### src/rtl/core_pkg.sv
// Shared core types: the fetched-instruction record passed from IF to ID and the canonical NOP.
// Pure type/constant package, no timing or flow control of its own.
package core_pkg;

  localparam logic [31:0] NOP_INSTR_C = 32'h0000_0013;

  typedef struct packed {
    logic [31:0] pc;
    logic [31:0] instr;
    logic        fault;
  } fetch_entry_t;

endpackage

### src/rtl/id_instr_queue.sv
// IF->ID fetch queue: DEPTH-entry FIFO, head registered (push visible at ID one cycle later), NOP bubble when empty.
// Backpressure: ready_if_o depends only on occupancy; a pop on a full queue frees the slot for the following cycle.
module id_instr_queue
  import core_pkg::*;
#(
  parameter int unsigned DEPTH     = 2,
  parameter logic [31:0] NOP_INSTR = NOP_INSTR_C
) (
  input  logic                       clk_i,
  input  logic                       rst_i,
  input  logic [31:0]                pc_if_i,
  input  logic [31:0]                instr_if_i,
  input  logic                       fault_if_i,
  input  logic                       valid_if_i,
  output logic                       ready_if_o,
  output logic [31:0]                pc_id_o,
  output logic [31:0]                instr_id_o,
  output logic                       fault_id_o,
  output logic                       valid_id_o,
  input  logic                       ready_id_i,
  input  logic                       flush_i,
  output logic [$clog2(DEPTH+1)-1:0] count_o
);

  localparam int unsigned PTR_W = (DEPTH > 1) ? $clog2(DEPTH) : 1;
  localparam int unsigned CNT_W = $clog2(DEPTH + 1);
  localparam logic [PTR_W-1:0] PTR_LAST = PTR_W'(DEPTH - 1);
  localparam logic [CNT_W-1:0] CNT_FULL = CNT_W'(DEPTH);

  fetch_entry_t     storage_q [DEPTH];
  logic [PTR_W-1:0] rd_ptr_q;
  logic [PTR_W-1:0] wr_ptr_q;
  logic [CNT_W-1:0] count_q;

  fetch_entry_t entry_in;
  fetch_entry_t head;
  logic         full;
  logic         empty;
  logic         push;
  logic         pop;

  // Explicit wrap so non-power-of-2 depths never index past the last entry.
  function automatic logic [PTR_W-1:0] ptr_inc(input logic [PTR_W-1:0] p);
    return (p == PTR_LAST) ? '0 : p + PTR_W'(1);
  endfunction

  assign full  = (count_q == CNT_FULL);
  assign empty = (count_q == '0);
  assign push  = valid_if_i && !full;
  assign pop   = !empty && ready_id_i;

  assign entry_in = '{pc: pc_if_i, instr: instr_if_i, fault: fault_if_i};
  assign head     = storage_q[rd_ptr_q];

  // Data storage: only reset clears it; a flush just abandons the contents.
  always_ff @(posedge clk_i) begin
    if (rst_i) begin
      for (int unsigned i = 0; i < DEPTH; i++) begin
        storage_q[i] <= '{pc: 32'h0, instr: NOP_INSTR, fault: 1'b0};
      end
    end else if (push && !flush_i) begin
      storage_q[wr_ptr_q] <= entry_in;
    end
  end

  always_ff @(posedge clk_i) begin
    if (rst_i || flush_i) begin
      rd_ptr_q <= '0;
      wr_ptr_q <= '0;
      count_q  <= '0;
    end else begin
      if (push) begin
        wr_ptr_q <= ptr_inc(wr_ptr_q);
      end
      if (pop) begin
        rd_ptr_q <= ptr_inc(rd_ptr_q);
      end
      if (push && !pop) begin
        count_q <= count_q + CNT_W'(1);
      end else if (pop && !push) begin
        count_q <= count_q - CNT_W'(1);
      end
    end
  end

  assign ready_if_o = !full;
  assign valid_id_o = !empty;
  assign pc_id_o    = head.pc;
  assign instr_id_o = empty ? NOP_INSTR : head.instr;
  assign fault_id_o = !empty && head.fault;
  assign count_o    = count_q;

  a_no_push_when_full : assert property (@(posedge clk_i) disable iff (rst_i)
    !(push && full));

  a_count_in_range : assert property (@(posedge clk_i) disable iff (rst_i)
    count_q <= CNT_FULL);

  a_nop_when_empty : assert property (@(posedge clk_i) disable iff (rst_i)
    !valid_id_o |-> (instr_id_o == NOP_INSTR));

endmodule

### config.mk
export PLATFORM = sky130hd
export DESIGN_NAME = id_instr_queue
export DESIGN_NICKNAME = d
export VERILOG_FILES = /design/src/rtl/core_pkg.sv /design/src/rtl/id_instr_queue.sv
export SDC_FILE = /design/constraint.sdc
export NUM_CORES = 1
export LEC_CHECK = 0
export ABC_CLOCK_PERIOD_IN_PS = 4250
export CAP_MARGIN = 20
export CORE_UTILIZATION = 50
export DETAILED_ROUTE_END_ITERATION = 6
export GPL_TIMING_DRIVEN = 0
export MAX_ROUTING_LAYER = met4
export PLACE_DENSITY_LB_ADDON = 0.3
export SYNTH_ARGS = -nofsm -noshare
export SYNTH_HDL_FRONTEND = slang
export SYNTH_SLANG_ARGS = --single-unit
### constraint.sdc
create_clock -name clk_i -period 4.25 [get_ports clk_i]
set_input_delay 0.425 -clock clk_i [delete_from_list [all_inputs] [get_ports clk_i]]
set_output_delay 0.425 -clock clk_i [all_outputs]
set_load 0.005 [all_outputs]
### Word level (Yosys, flattened, before mapping)

Memories as Yosys holds them, arrays and structs flattened. A register that Yosys moved wholly into a read port is not among the register bits.
Index checks and enable logic that the tools add are counted.

* add/sub/neg operators: 4
* eq/ne operators: 1
* mux-type cells: 15
* reductions and logical operators: 15

Operator list (number)
* $mux 65: 1
* $reduce_or 65->1: 1
* $mux 32: 1
* $mux 1: 11
* $logic_and 1x1->1: 6
* $logic_not 1->1: 5
* $mux 2: 2
* $add 1x1->1 const B: 2
* $add 2x1->2 const B: 1
* $eq 2x2->1 const B: 1
* $logic_not 2->1: 1
* $reduce_bool 2->1: 1
* $sub 2x1->2 const B: 1
* $logic_or 1x1->1: 1

* register bits: 4
* RAM bits: 130
* bits of input ports: 70
* output and inout port bits: 69
* word-level logic and storage cells: 39
* memories kept: 1

Memories
* storage_q: depth 2, width 65, rd ports 1, clocked after Yosys merged registers in 1, wr ports 2, RTL line id_instr_queue.sv:30 `fetch_entry_t storage_q [DEPTH];`

### Longest topological paths before layout

* depth in word-level cells: 9
* depth in mapped cells: 6

### Worst setup path before layout

No wires, ideal clock.

* kind: input-to-reg
* from: in flush_i
* to: mem storage_q[0][0] in the netlist's numbering (enable)
* arrival: 2.002 ns
* path slack: 1.853 ns
* cell stages on the path: 5
* buffers on the path: 2
* path through: or2_0 -> buf_2 -> nor4_4 -> buf_6 -> or2_2

RTL lines
* start: declaration: RTL line id_instr_queue.sv:21 `input logic flush_i,`
* end: declaration: RTL line id_instr_queue.sv:30

### Worst setup path in the final report

* from: reg count_q[0], in the netlist count_o[0]
* to: out instr_id_o[2]

* longest elaborated chain between the ends: 2

RTL lines
* start: declaration: RTL line id_instr_queue.sv:33 `logic [CNT_W-1:0] count_q;`
* start signal: assignment: RTL line id_instr_queue.sv:79 `count_q <= count_q + CNT_W'(1);`
* start signal: assignment: RTL line id_instr_queue.sv:81 `count_q <= count_q - CNT_W'(1);`
* $logic_not 2->1: RTL line id_instr_queue.sv:48 `assign empty = (count_q == '0);`
* $mux 32: RTL line id_instr_queue.sv:89 `assign instr_id_o = empty ? NOP_INSTR : head.instr;`
* end: declaration: RTL line id_instr_queue.sv:17 `output logic [31:0] instr_id_o,`

Every way passes these cells.

==> run metrics <==
Clock Sinks=135; failing checks=design-rule violations; most frequent cells after synthesis=edfxtp_1, and2_1, nor2_1, mux2i_1, mux2_2; Post-CTS Hold Buffers=0; status=finished, violations left; pin count of the biggest net entering global routing=38; filler cell count=830; headroom to the max-slew limit=0.632; most frequent cell after synthesis=edfxtp_1; crit path max fanout=10; design area=~0.0082 sq mm; CTS Buf Count=17; Pre-antenna DRT Iters=7; CP Data Required Time=3.83 ns; HP Class=register to register; layout cell share with drive strength beyond 1=0.145; Mapped Nets=between 400 and 500; vias per inst=about 5; main combinational cell family by area after synthesis=simple AND/OR/NAND/NOR gates; Avg Inst Size Synth=between 10 and 15 sq um; Pwr per Cell Area=slightly above 400 mW/mm^2; die width=111 microns; max-cap viol count=0; adder-cell share of the synthesized area=0.00209; initial antenna violation count=0; PostCTS Resize Cnt=0; Synth Register Bits=135; Syn Inst Count=between 400 and 500; Setup WS post-layout=~1.5 ns; Clock Latency Late Sink=~0.4 ns; routability congestion estimate=0.725; Final Hold Vio Count=0; Synth Warn #=0; crit path kind=register to output port; # DRC=8; final core occ=0.708; DP Area=0.00760 sq mm; Synth area leader=edfxtp_1; fin crit period=between 2 and 3 ns; Peak supply drop=around 0.27 mV; sw frac=0.211; Initial Utilization=0.518; via count=3655; Core Footprint=0.0116 sq mm; routed wire length=approximately 12 mm; internal power=around 2.6 mW; die area=between 0.01 and 0.015 sq mm; Synth-to-Final Area Change=36.6%; distinct cell type count after synthesis=21; pre-CTS setup slack=1.40 ns; Arr. time, crit path=2.34 ns; H-tree depth=4; area of the multi-input gates=between 0.0015 and 0.002 sq mm; skew final=0.00840 ns; first-pass GRT wire length=19.8 mm; Port-buffer cells=about 140; WHS=0.523 ns; Worst setup EP type=output port; CTS tree=built; post-synthesis simple-gate area fraction=0.174; post-CTS setup buffers=0; clock share of power=0.435; row count=39; Flop pwr share=0.463; post-synthesis xor/xnor area fraction=0.00438; Pleak=just under 3 nW; clk buf depth=2; Main synth FF type=edfxtp_1; chip height=roughly 110 microns; sw power=between 0.7 and 0.8 mW; Final period util=0.649; crit start category=register; dpl hpwl=8.25 mm; flip-flop and latch area=0.00400 sq mm; Final ANT Viol Nets=0; Post-synth ARST share=0; # diodes=0; Worst-path clk slew=~0.06 ns; fmax=roughly 360 MHz; GRT overflow=0; measured slew at the worst slew-check pin=0.552 ns; top-area cell type share of the netlist area=0.651; combinational power share=0.102; Final TNS setup=0 ns; post-synthesis sequential area ratio=0.668; EDFF count, synth=between 100 and 150; number of global-route vias before repair=a little under 4000; Total GRT Usage=0.220; Ports=139; Initial DRC Count=203; post-synthesis cell area=between 0.005 and 0.006 sq mm; max-slew violations=0; clk root buf=clkbuf_16; compound-gate portion of the synthesized area=0.00417; routed wire length per instance=roughly 17 microns; Final Setup Violations=0; final net count=roughly 640; Area contributors post-synth=edfxtp_1, and2_1, mux2_2; post-synthesis mux area share=0.115; unrepaired setup endpoints after global routing=no
path summary, 6_finish.rpt:
kind	to	slack (ns)	startpoint	depth (start not counted)
min	register	0.52	rd_ptr_q$_SDFFE_PP0P_	2
max	instr_id_o[2]	1.49	count_o[0]$_SDFFE_PP0P_	4
max reg2reg	storage_q[0][29]$_SDFFCE_PN0P_	2.01	count_o[0]$_SDFFE_PP0P_	5
min reg2reg	register	0.52	rd_ptr_q$_SDFFE_PP0P_	2
area by class of cell:
class / count / share of cell area
multi-input combinational: 250 / 0.220
clock inverter: 15 / 0.0197
timing repair buffer: 140 / 0.174
clock buffer: 17 / 0.0520
inverter: 4 / 0.00183
buffer: 25 / 0.0217
sequential: 135 / 0.489
tap: 143 / 0.0219
power groups by stage:
stage	clock, mW	combinational, mW	sequential [mW]
after floorplan	0	0.140	1.57
final	1.45	0.341	1.55
after global placement	0	0.328	1.57
after CTS	1.48	0.346	1.55
after global routing	1.53	0.368	1.55
after detailed placement	0	0.343	1.57
state kept, by name, indices dropped and copies added (netlist names), named ones only:
name       flops
rd_ptr_q       1
count_o        2
storage_q    130
wr_ptr_q       1
layout by cell type, fill, tap and decap left out, drive strengths merged:
| master | count |
|---|---|
| o21ai | 3 |
| nand2b | 6 |
| or3 | 2 |
| clkinvlp | 3 |
| nor2b | 1 |
| clkinv | 9 |
| nor2 | 35 |
| ha | 1 |
| a21oi | 2 |
| mux2 | 32 |
| clkdlybuf4s50 | 138 |
| xor2 | 3 |
| buf | 19 |
| nand2 | 3 |
| or2 | 3 |
| nor4 | 2 |
| clkbuf | 25 |
| edfxtp | 130 |
| and2 | 124 |
| inv | 4 |
| bufinv | 3 |
| mux2i | 33 |
| dfxtp | 5 |
layer usage:
layer / wire [microns] / vias to the layer above / GRT usage
met5: 0 / - / -
met4: 201 / 0 / 0.103
met3: 497 / 13 / 0.0408
met2: 6670 / 99 / 0.379
met1: 5040 / 1778 / 0.249
li1: - / 1765 / -
logic make-up (layout without fill, tap and decap cells):
group / after synthesis / after routing
AND/OR/NAND/NOR: 176 / 176
flip-flops: 135 / 135
multiplexers: 65 / 65
buffers and inverters: 29 / 201
AO/OA/AOI/OAI: 5 / 5
XOR/XNOR: 3 / 3
adder cells (fa/ha/maj): 1 / 1
per-stage QoR:
stage               total power [mW]  std cells
floorplan                       1.71        414
global placement                1.90        695
detailed placement              1.92        697
CTS                             3.37        729
global route                    3.45        729
finish                          3.34        729
worst max-delay path, cell delays in order (launching register included):
cell             delay (ns)
dfxtp_1                0.39
nor2_1                 0.42
clkbuf_1               0.49
nor2_1                 0.14
clkdlybuf4s50_1        0.48
No activity file was read; power rests on OpenSTA's default activity.
